[config.mk]
export PLATFORM = sky130hd
export DESIGN_NAME = rst_seq_ctrl
export DESIGN_NICKNAME = d
export VERILOG_FILES = /design/src/rtl/rst_seq_pkg.sv /design/src/rtl/cdc_sync_bit.sv /design/src/rtl/rst_seq_ctrl.sv
export SDC_FILE = /design/constraint.sdc
export NUM_CORES = 1
export LEC_CHECK = 0
export ABC_CLOCK_PERIOD_IN_PS = 2590
export BUFFER_PORTS_ARGS = -buffer_cell sky130_fd_sc_hd__buf_2
export CORE_UTILIZATION = 39
export CTS_CLUSTER_SIZE = 24
export DETAILED_ROUTE_END_ITERATION = 8
export GPL_TIMING_DRIVEN = 0
export SLEW_MARGIN = 5
export SYNTH_ARGS = -nofsm -noshare
export SYNTH_HDL_FRONTEND = slang
export SYNTH_HIERARCHICAL = 1
export SYNTH_SLANG_ARGS = --single-unit
export TNS_END_PERCENT = 1
[constraint.sdc]
create_clock -name clk -period 2.59 [get_ports clk]
set_input_delay 0.259 -clock clk [delete_from_list [all_inputs] [get_ports clk]]
set_output_delay 0.259 -clock clk [all_outputs]
set_load 0.02 [all_outputs]
[src/rtl/rst_seq_pkg.sv]
// Shared state encoding and default timing for the domain reset sequencer.
package rst_seq_pkg;

  typedef enum logic [2:0] {
    S_WAIT_LOCK = 3'd0,
    S_DDR_INIT  = 3'd1,
    S_GAP_FB    = 3'd2,
    S_GAP_VID   = 3'd3,
    S_RUN       = 3'd4
  } seq_state_e;

  localparam int unsigned DEF_LOCK_STABLE_CYC  = 1024;
  localparam int unsigned DEF_STAGE_GAP_CYC    = 16;
  localparam int unsigned DEF_INIT_TIMEOUT_CYC = 1048576;
  localparam int unsigned DEF_SYNC_STAGES      = 2;
  localparam int unsigned DEF_CNT_W            = 21;

endpackage

[src/rtl/cdc_sync_bit.sv]
// Multi-flop synchroniser for one asynchronous level input; clears to 0 on reset.
module cdc_sync_bit #(
  parameter int unsigned STAGES = 2
) (
  input  logic clk,
  input  logic rst_i,
  input  logic d_i,
  output logic q_o
);

  logic [STAGES-1:0] sync_q;

  always_ff @(posedge clk or posedge rst_i) begin
    if (rst_i) begin
      sync_q <= '0;
    end else begin
      sync_q <= {sync_q[STAGES-2:0], d_i};
    end
  end

  assign q_o = sync_q[STAGES-1];

endmodule

[src/rtl/rst_seq_ctrl.sv]
// Releases DDR, frame-buffer and video resets in order once PLL lock is stable.
//   state       | meaning
//   S_WAIT_LOCK | all resets held, counting consecutive lock cycles
//   S_DDR_INIT  | DDR released, waiting for calibration or timeout
//   S_GAP_FB    | spacing before frame-buffer release
//   S_GAP_VID   | frame buffer released, spacing before video release
//   S_RUN       | all domains running
module rst_seq_ctrl
  import rst_seq_pkg::*;
#(
  parameter int unsigned LOCK_STABLE_CYC  = DEF_LOCK_STABLE_CYC,
  parameter int unsigned STAGE_GAP_CYC    = DEF_STAGE_GAP_CYC,
  parameter int unsigned INIT_TIMEOUT_CYC = DEF_INIT_TIMEOUT_CYC,
  parameter int unsigned SYNC_STAGES      = DEF_SYNC_STAGES,
  parameter int unsigned CNT_W            = DEF_CNT_W
) (
  input  logic       clk,
  input  logic       rst_i,
  input  logic       pll_locked_i,
  input  logic       ddr_init_done_i,
  input  logic       sw_rst_i,
  output logic       ddr_rst_n_o,
  output logic       fb_rst_n_o,
  output logic       vid_rst_n_o,
  output logic [2:0] seq_state_o,
  output logic       timeout_o
);

  localparam logic [CNT_W-1:0] LOCK_TC = CNT_W'(LOCK_STABLE_CYC - 1);
  localparam logic [CNT_W-1:0] GAP_TC  = CNT_W'(STAGE_GAP_CYC - 1);
  localparam logic [CNT_W-1:0] TMO_TC  = CNT_W'(INIT_TIMEOUT_CYC - 1);

  logic lock_s;
  logic done_s;

  cdc_sync_bit #(.STAGES(SYNC_STAGES)) u_sync_lock (
    .clk   (clk),
    .rst_i (rst_i),
    .d_i   (pll_locked_i),
    .q_o   (lock_s)
  );

  cdc_sync_bit #(.STAGES(SYNC_STAGES)) u_sync_done (
    .clk   (clk),
    .rst_i (rst_i),
    .d_i   (ddr_init_done_i),
    .q_o   (done_s)
  );

  seq_state_e       state_q, state_d;
  logic [CNT_W-1:0] cnt_q, cnt_d;
  logic             timeout_q, timeout_d;
  logic             ddr_q, ddr_d;
  logic             fb_q, fb_d;
  logic             vid_q, vid_d;
  logic             abort;

  assign abort = (state_q != S_WAIT_LOCK) && (!lock_s || sw_rst_i);

  always_comb begin
    state_d   = state_q;
    cnt_d     = cnt_q;
    timeout_d = timeout_q;
    if (sw_rst_i) begin
      timeout_d = 1'b0;
    end
    if (abort) begin
      state_d = S_WAIT_LOCK;
      cnt_d   = '0;
    end else begin
      case (state_q)
        S_WAIT_LOCK: begin
          if (!lock_s || sw_rst_i) begin
            cnt_d = '0;
          end else if (cnt_q == LOCK_TC) begin
            state_d = S_DDR_INIT;
            cnt_d   = '0;
          end else begin
            cnt_d = cnt_q + CNT_W'(1);
          end
        end
        S_DDR_INIT: begin
          // Calibration finishing on the timeout cycle still counts as success.
          if (done_s) begin
            state_d = S_GAP_FB;
            cnt_d   = '0;
          end else if (cnt_q == TMO_TC) begin
            state_d   = S_WAIT_LOCK;
            cnt_d     = '0;
            timeout_d = 1'b1;
          end else begin
            cnt_d = cnt_q + CNT_W'(1);
          end
        end
        S_GAP_FB: begin
          if (cnt_q == GAP_TC) begin
            state_d = S_GAP_VID;
            cnt_d   = '0;
          end else begin
            cnt_d = cnt_q + CNT_W'(1);
          end
        end
        S_GAP_VID: begin
          if (cnt_q == GAP_TC) begin
            state_d = S_RUN;
            cnt_d   = '0;
          end else begin
            cnt_d = cnt_q + CNT_W'(1);
          end
        end
        S_RUN: begin
          cnt_d = '0;
        end
        default: begin
          state_d = S_WAIT_LOCK;
          cnt_d   = '0;
        end
      endcase
    end
  end

  // Outputs decoded from the next state so they change on the transition edge.
  always_comb begin
    ddr_d = (state_d != S_WAIT_LOCK);
    fb_d  = (state_d == S_GAP_VID) || (state_d == S_RUN);
    vid_d = (state_d == S_RUN);
  end

  always_ff @(posedge clk or posedge rst_i) begin
    if (rst_i) begin
      state_q   <= S_WAIT_LOCK;
      cnt_q     <= '0;
      timeout_q <= 1'b0;
      ddr_q     <= 1'b0;
      fb_q      <= 1'b0;
      vid_q     <= 1'b0;
    end else begin
      state_q   <= state_d;
      cnt_q     <= cnt_d;
      timeout_q <= timeout_d;
      ddr_q     <= ddr_d;
      fb_q      <= fb_d;
      vid_q     <= vid_d;
    end
  end

  assign ddr_rst_n_o = ddr_q;
  assign fb_rst_n_o  = fb_q;
  assign vid_rst_n_o = vid_q;
  assign seq_state_o = state_q;
  assign timeout_o   = timeout_q;

endmodule

# Word level (Yosys, flattened, before mapping)

Index checks and enable logic that the tools add are counted.

Add/subtract/negate cells: 1
Equality and inequality tests: 9
Mux-type cells: 20
Reductions and logical operators: 8

Operators with widths:

| operator                                              | number |
|---|---|
| two-way mux 21 bit                                    | 6 |
| one-hot mux 21 bit (3 select lines)                   | 1 |
| adder 21 x 1 -> 21 bit, second input constant         | 1 |
| equality test 21 x 10 -> 1 bit, second input constant | 1 |
| equality test 21 x 20 -> 1 bit, second input constant | 1 |
| equality test 21 x 4 -> 1 bit, second input constant  | 1 |
| two-way mux 3 bit                                     | 7 |
| one-hot mux 3 bit (5 select lines)                    | 1 |
| equality test 3 x 2 -> 1 bit, second input constant   | 3 |
| equality test 3 bit, second input constant            | 2 |
| nonzero test 3 bit                                    | 2 |
| two-way mux 1 bit                                     | 5 |
| equality test 3 x 1 -> 1 bit, second input constant   | 1 |
| zero test 3 bit                                       | 1 |
| logical OR 1 bit                                      | 2 |
| OR reduction 2 bit                                    | 1 |
| logical AND 1 bit                                     | 1 |
| zero test 1 bit                                       | 1 |

Register bits: 32
Input port bits: 5
Output and inout port bits: 7
Word-level logic and storage cells: 46

# Longest topological paths before layout

Gate-level depths: netlist of the first run.

Depth after elaboration: 7
Depth in mapped cells: 7
Depth with buffers taken out: 6

# Hierarchy

The synthesis of the first run kept the hierarchy.

Modules (own cells, without submodules):

| module       | instances | cells each | area an instance (sq um) | sequential area each (sq um) |
|---|---|---|---|---|
| rst_seq_ctrl | 1         | 148        | 1436.4                   | 700.7 |
| cdc_sync_bit | 2         | 3          | 53.8                     | 50.0 |

# Worst setup path before layout of the first run

No wires, ideal clock.

Path type: register -> register
Start: reg cnt_q[4]
End: reg cnt_q[19]
Setup time: 0.119 ns
Data arrival time: 2.049 ns
Data required time: 2.471 ns
Slack: 0.422 ns
Stages on the path, launching flop included: 7
Path buffers: 1
Period minus slack after synthesis: 2.168 ns
Cells stage by stage: dfrtp_1 -> or4_1 -> or4_4 -> o2111a_1 -> a211oi_4 -> buf_6 -> nor2_1

Longest elaborated chain between the ends: 5
Elaborated cells on any way between the ends: 11
Classes of those cells: 1 x add/sub; 3 x eq/ne; 7 x mux

Ends and longest elaborated chain:

| element                                        | line                                   | source |
|---|---|---|
| from (decl)                                    | rst_seq_ctrl.sv:51                     | `logic [CNT_W-1:0] cnt_q, cnt_d;` |
| from (signal assigned)                         | rst_seq_ctrl.sv:139                    | `cnt_q <= cnt_d;` |
| adder 21 x 1 -> 21 bit (tied with other cells) | --                                     |  |
| two-way mux 21 bit (on tied branches)          | rst_seq_ctrl.sv:87, rst_seq_ctrl.sv:75 |  |
| two-way mux 21 bit (on tied branches)          | rst_seq_ctrl.sv:84, rst_seq_ctrl.sv:73 |  |
| one-hot mux 21 bit (3 select lines) *          | rst_seq_ctrl.sv:71                     | `case (state_q)` |
| two-way mux 21 bit *                           | rst_seq_ctrl.sv:67                     | `if (abort) begin` |
| via cnt_d[19]                                  | rst_seq_ctrl.sv:51                     |  |

The timed path passes the listed nets; every way through them passes the cells marked *.

# Worst setup path after layout of the first run

Start: reg cnt_q[6]
End: reg cnt_q[0]

Longest elaborated chain between the ends: 5
Elaborated cells on any way between the ends: 10
Classes of those cells: 3 x eq/ne; 7 x mux

Ends and longest elaborated chain:

| element                                                                          | line |
|---|---|
| equality test 21 x 20 -> 1 bit or equality test 21 x 10 -> 1 bit (tied branches) | rst_seq_ctrl.sv:87, rst_seq_ctrl.sv:75 |
| two-way mux 21 bit (on tied branches)                                            | rst_seq_ctrl.sv:87, rst_seq_ctrl.sv:75 |
| two-way mux 21 bit (on tied branches)                                            | rst_seq_ctrl.sv:84, rst_seq_ctrl.sv:73 |
| one-hot mux 21 bit (3 select lines) *                                            | rst_seq_ctrl.sv:71 |
| two-way mux 21 bit *                                                             | rst_seq_ctrl.sv:67 |
| via cnt_d[0]                                                                     | rst_seq_ctrl.sv:51 |

Marked as above.

==> metrics.cfg, run 1 <==
[logic_synthesis]
synthCells=154
synth_top_area_cell=dfrtp_1
postSynthAreaPerCell_um2=10.0
syn_area_mm2=0.00154
synth_cell_types=35
synth_top_cells_by_area=dfrtp_1 52%, xor2_1 8.5%, nor2_1 6.6%
ys_warn_count=6
syn-num-nets=160
synth_top_area_frac=0.519
synth_seq_cells=32
synth-seq-area-share=0.519

[floorplanning]
start_util=0.415
rows=22
io-pin-count=12
die_w_um=64.9
die_h_um=64.9
die_area_mm2=0.00421
core_mm2=0.00372

[global_routing]
grt_first_pass_wirelength_mm=5.25
grt_pass1_vias=1152
track_usage=0.172
grt_max_degree=29
antenna_found_initial=0
grt_overflow=0

[critical_path]
worst_ep_arrival_time_ns=2.49
r2r-end=cnt_q[0]
r2r_cells=6
worstPathMaxFanout=10
slowest_stage=or4_1
worstSetupPathType=reg -> reg
end_kind=flip-flop
path_cells=or4_1, or4_4, o2111a_1, a211oi_4, buf_6, nor2_1
crit_required_ns=2.75
startpoint_type=flip-flop
crit_start=cnt_q[6]
crit_path_end=cnt_q[0]
ff2ff_setup_slack_ns=0.27
reg2reg_from=cnt_q[6]
max_stage_delay_ns=0.48

[sta]
slew_viol_final=0
max_clock_freq_mhz=430
layout_setup_ws_ns=0.267
finalClockSkew_ns=0.00642
grt_setup_unrepaired=false
setup_viol=0
period_share=0.897
period_needed_ns=2.32
fin_setup_tns_ns=0
slew_headroom=0.305
worst-slew-pin-transition_ns=1.04
finalHoldViolCount=0

[cells_and_area]
drive_above_1_share=0.149
syn_to_final_growth_pct=13.9
stdcell_area_mm2=0.00176
post-route-util=0.473
diodes=0
nets=179

[power]
power_density_mw_per_mm2=527
combPwrFrac=0.033
max-vdd-ir-drop_v=0.000363
total_power_w=0.000927
switching_share=0.212
p_clk_frac=0.419
power.switching_w=0.000196
intPower_w=0.000731
seq_power_share=0.548
power_leakage_nw=0.801

[clock_network]
cts-root-buf=clkbuf_8
cts_max_level=2
cts_hold_buffers=1
cts_resized=0
numCtsBuffers=5
clk_path_buf_depth=2
postCtsSetupBuffers=0
clock_sink_count=32
clock_latency_ns=0.29
clk_pin_slew_ns=0.06
cts_tree=built

[drt]
wl_mm=3.05
wl_per_cell_um=13.7
viasPerCell=5.21
firstDrtPassIters=4
vias=1156
drc=0
drt_iter0_drc=53
ant_nets=0

[min_path]
holdCritStartpoint=ddr_init_done_i
hold_path.class=in -> reg

[placement]
io_buffers=11
dpl.hpwl_mm=2.20
globalplace.congestion=0.783
post-place-ws_ns=0.272
place_area_mm2=0.00166

[run_status]
status=complete, no violations

[flow_run]
maxCapViolations=0

-- synth_stat cells --
cell type   n
ha_1        1
o21a_1      2
nand3_1    12
nand4b_1    1
and3_2      1
and2_1      2
or4_1       2
o21ba_2     1
clkbuf_1    2
dfrtp_1    32
a211oi_4    1
nor2b_1     2
and4_2      1
nand2b_1    1
o21ai_0     4
and4_1      1
xnor2_1     3
o2111a_1    1
nand4_1     6
o211a_1     1
nor3_1      2
inv_1       6
nor4_1      2
or3_2       1
nand2_1     6
and3_1      3
o31ai_1     1
or2_2       1
or4_4       1
nor2_1     27
nor4b_1     1
a21oi_1     8
xor2_1     15
buf_6       2
o31a_1      1
-- per-layer routing --
metal,up-vias,part of all wire,GRT usage
met4,0,0.026,0.100
met1,565,0.45,0.203
li1,570,-,-
met2,13,0.49,0.276
met5,-,0,0
met3,8,0.031,0.0475
-- worst min path at each step --
| stage | to | slack, ns | depth (start not counted) |
|---|---|---|---|
| floorplan | u_sync_done/sync_q[0] | 0.0002 | 1 |
| global placement | u_sync_done/sync_q[0] | 0.13 | 2 |
| detailed placement | u_sync_done/sync_q[1] | 0.13 | 2 |
| CTS | u_sync_done/sync_q[0] | 0.07 | 1 |
| global route | u_sync_lock/sync_q[0] | 0.07 | 1 |
| finish | u_sync_done/sync_q[0] | 0.08 | 1 |
-- power by group through the flow --
stage,combinational (W),clock [W],sequential (W)
4_1_cts,0.0000317,0.000401,0.000508
5_1_grt,0.0000351,0.000421,0.000508
6_report,0.0000302,0.000388,0.000508
2_1_floorplan,0.0000205,0,0.000516
3_5_place_dp,0.0000306,0,0.000517
3_3_place_gp,0.0000292,0,0.000517
-- flip-flops by register name (all words and copies together) (netlist names) --
register,cells
u_sync_lock/sync_q,2
seq_state_o,3
fb_rst_n_o,1
timeout_o,1
u_sync_done/sync_q,2
cnt_q,21
ddr_rst_n_o,1
vid_rst_n_o,1
-- layout by cell type, fill, tap and decap left out, drive strengths merged --
| master | count |
|---|---|
| nor4 | 2 |
| nand4b | 1 |
| and3 | 4 |
| o2111a | 1 |
| and4 | 2 |
| o21ai | 4 |
| o211a | 1 |
| ha | 1 |
| xor2 | 15 |
| nor3 | 2 |
| nand2b | 1 |
| and2 | 2 |
| or3 | 1 |
| nor4b | 1 |
| or2 | 1 |
| buf | 13 |
| nand2 | 6 |
| nor2b | 2 |
| inv | 6 |
| nand3 | 12 |
| or4 | 3 |
| o21a | 2 |
| xnor2 | 3 |
| a21oi | 8 |
| dlygate4sd3 | 1 |
| o31ai | 1 |
| nor2 | 27 |
| clkbuf | 10 |
| nand4 | 6 |
| dfrtp | 32 |
| a211oi | 1 |
| o21ba | 1 |
| o31a | 1 |
-- kinds of logic (layout without fill, tap and decap cells) --
group | after synthesis | after routing | synth area share
simple gates | 73 | 73 | 0.245
buf+inv | 10 | 30 | 0.0340
flops | 32 | 32 | 0.519
compound gates | 20 | 20 | 0.0924
xor+xnor | 18 | 18 | 0.102
fa+ha+maj | 1 | 1 | 0.00810
-- cell type report --
cell class	count	area, um2
fill	370	1960
multi-input combinational	112	691
sequential	32	801
inverter	6	22.5
clock buffer	8	90.1
buffer	4	30.0
timing repair buffer	12	65.1
tap	48	60.1
-- critical path: cells and delay by family, from the launching register on --
| kind | cells | cell delay, ns |
|---|---|---|
| buf+inv | 1 | 0.19 |
| compound gates | 2 | 0.57 |
| simple gates | 3 | 1.00 |
| flops | 1 | 0.45 |
-- stage by stage --
stage          hold WS, ns  std cells
3_5_place_dp         0.129        213
6_report            0.0835        222
2_1_floorplan     0.000185        154
4_1_cts             0.0748        222
3_3_place_gp         0.126        213
5_1_grt             0.0699        222
(Power assumes the default switching activity.)
==> inputs of run 2 (changes only) <==
- CORE_UTILIZATION: 39 -> 40
==> run 2 against run 1 <==
Clock power is essentially flat. Fmax is 0.94% lower. Final cell count unchanged. Combinational power barely moved. Largest power group unchanged. Final area unchanged. Count of clock-buffer cells in the layout stayed put. Critical path type unchanged.
==> metrics.cfg, run 2 (synthesis gave the netlist of run 1 again) <==
[critical_path]
path_cells=or4_1, or4_4, o2111a_1, a211oi_4, buf_6, nor2_1
max_stage_delay_ns=0.49  ; about the same
reg2reg_from=cnt_q[6]
worst_ep_arrival_time_ns=2.52  ; +0.03 ns
worstPathMaxFanout=10  ; unchanged
slowest_stage=or4_1
startpoint_type=flip-flop
crit_start=cnt_q[6]
crit_required_ns=2.76  ; about the same
worstSetupPathType=reg -> reg
end_kind=flip-flop

[clock_network]
cts-root-buf=clkbuf_8
clock_sink_count=32  ; unchanged
clk_pin_slew_ns=0.06  ; about the same
clk_path_buf_depth=2  ; unchanged
cts_resized=0  ; unchanged
clock_latency_ns=0.29  ; about the same
cts_tree=built
cts_max_level=2  ; unchanged
numCtsBuffers=5  ; unchanged

[min_path]
holdCritStartpoint=ddr_init_done_i
hold_path.class=in -> reg

[drt]
firstDrtPassIters=4  ; unchanged
wl_mm=2.94  ; -3.6%
vias=1163  ; +0.61%
wl_per_cell_um=13.2  ; -3.6%
viasPerCell=5.24  ; +0.61%
drt_iter0_drc=62  ; +17%
drc=0  ; unchanged
ant_nets=0  ; unchanged

[placement]
dpl.hpwl_mm=2.09  ; -5.0%
io_buffers=11  ; unchanged
dp_cells=213  ; unchanged
post-place-ws_ns=0.256  ; -0.0163 ns
globalplace.congestion=0.765  ; -2.2%

[cells_and_area]
drive_above_1_share=0.149  ; unchanged
nets=179  ; unchanged
seq_area_um2=801  ; unchanged
layout.filler_cells=362  ; -2.2%
largest_reg_flops=21  ; unchanged
diodes=0  ; unchanged
top_register=cnt_q
multiInputGateArea_um2=691  ; unchanged
final_cell_mix=32 x dfrtp_1, 27 x nor2_1, 15 x xor2_1, 12 x nand3_1, 11 x buf_2
final_common_cell=dfrtp_1
syn_to_final_growth_pct=13.9  ; unchanged
instances_no_fill=222  ; unchanged

[floorplanning]
start_util=0.419  ; +0.00310
die_area_mm2=0.00411  ; -2.4%
die_h_um=64.1  ; -1.2%
core_mm2=0.00369  ; -0.74%
rows=22  ; unchanged
die_w_um=64.1  ; -1.2%
io-pin-count=12  ; unchanged

[power]
max-vdd-ir-drop_v=0.000293  ; -19%
power_leakage_nw=0.801  ; unchanged
total_power_w=0.000923  ; -0.41%
power_density_mw_per_mm2=525  ; -0.41%

[global_routing]
grt_first_pass_wirelength_mm=5.13  ; -2.2%
grt_overflow=0  ; unchanged
antenna_found_initial=0  ; unchanged
grt_max_degree=29  ; unchanged
track_usage=0.170  ; -0.00190
grt_pass1_vias=1108  ; -3.8%

[run_status]
status=complete, no violations

[sta]
slew_viol_final=0  ; unchanged
max_clock_freq_mhz=426  ; -0.94%
finalClockSkew_ns=0.00453  ; -0.00189 ns
worst-slew-pin-transition_ns=1.06  ; +0.0154 ns
period_needed_ns=2.35  ; +0.0220 ns
grt_setup_unrepaired=false
layout_setup_ws_ns=0.245  ; -0.0220 ns
fin_setup_tns_ns=0  ; unchanged
period_share=0.905  ; +0.00850
setup_viol=0  ; unchanged
holdWs_ns=0.0801  ; -0.00338 ns
finalHoldViolCount=0  ; unchanged
slew_headroom=0.294  ; -0.0103

[flow_run]
maxCapViolations=0  ; unchanged

## run 2: cell counts in the layout (fill, tap and decap cells not counted)
Identical to the previous run, type by type.
## run 2: per-stage QoR
stage	utilization	cell area [um2]
after floorplan	-	1540
after global placement	0.450	1660
after detailed placement	0.450	1660
after CTS	0.477	1760
after global routing	0.477	1760
final	0.477	1760
## run 2: per-layer routing
metal / GRT usage / wire, um
met5: 0 / 0
met4: 0.108 / 78
met3: 0.0429 / 138
met2: 0.254 / 1320
met1: 0.218 / 1400
## run 2: area by class of cell
class / count / area share
sequential: 32 / 0.455
multi-input combinational: 112 / 0.393
clock buffer: 8 / 0.0512
timing repair buffer: 12 / 0.0370
tap: 48 / 0.0341
buffer: 4 / 0.0171
inverter: 6 / 0.0128
## run 2: timing repair
item / CTS / global route
hold endpoints to repair: 4 / 0
hold buffers: 1 / 0
buffers inserted: 0 / 0
## run 2: report_power, final
part           total [W]  internal (W)  switching, W
combinational  0.0000299    0.00000977     0.0000202
sequential      0.000508      0.000505    0.00000356
clock           0.000385      0.000216      0.000169
## run 2: worst paths after layout
check,endpoint,slack (ns),depth (start not counted)
min in group asynchronous,u_sync_done/sync_q[1],0.39,3
max,cnt_q[15],0.24,6
max in group asynchronous,cnt_q[13],1.15,3
min,u_sync_done/sync_q[0],0.08,1
max reg2reg,cnt_q[15],0.24,6
min reg2reg,u_sync_done/sync_q[1],0.35,0
## run 2: worst max-delay path, delay by kind of cell, from the launching register on
family,cells,cell delay [ns]
AND/OR/NAND/NOR,3,1.01
flip-flops,1,0.45
buffers and inverters,1,0.18
AO/OA/AOI/OAI,2,0.57
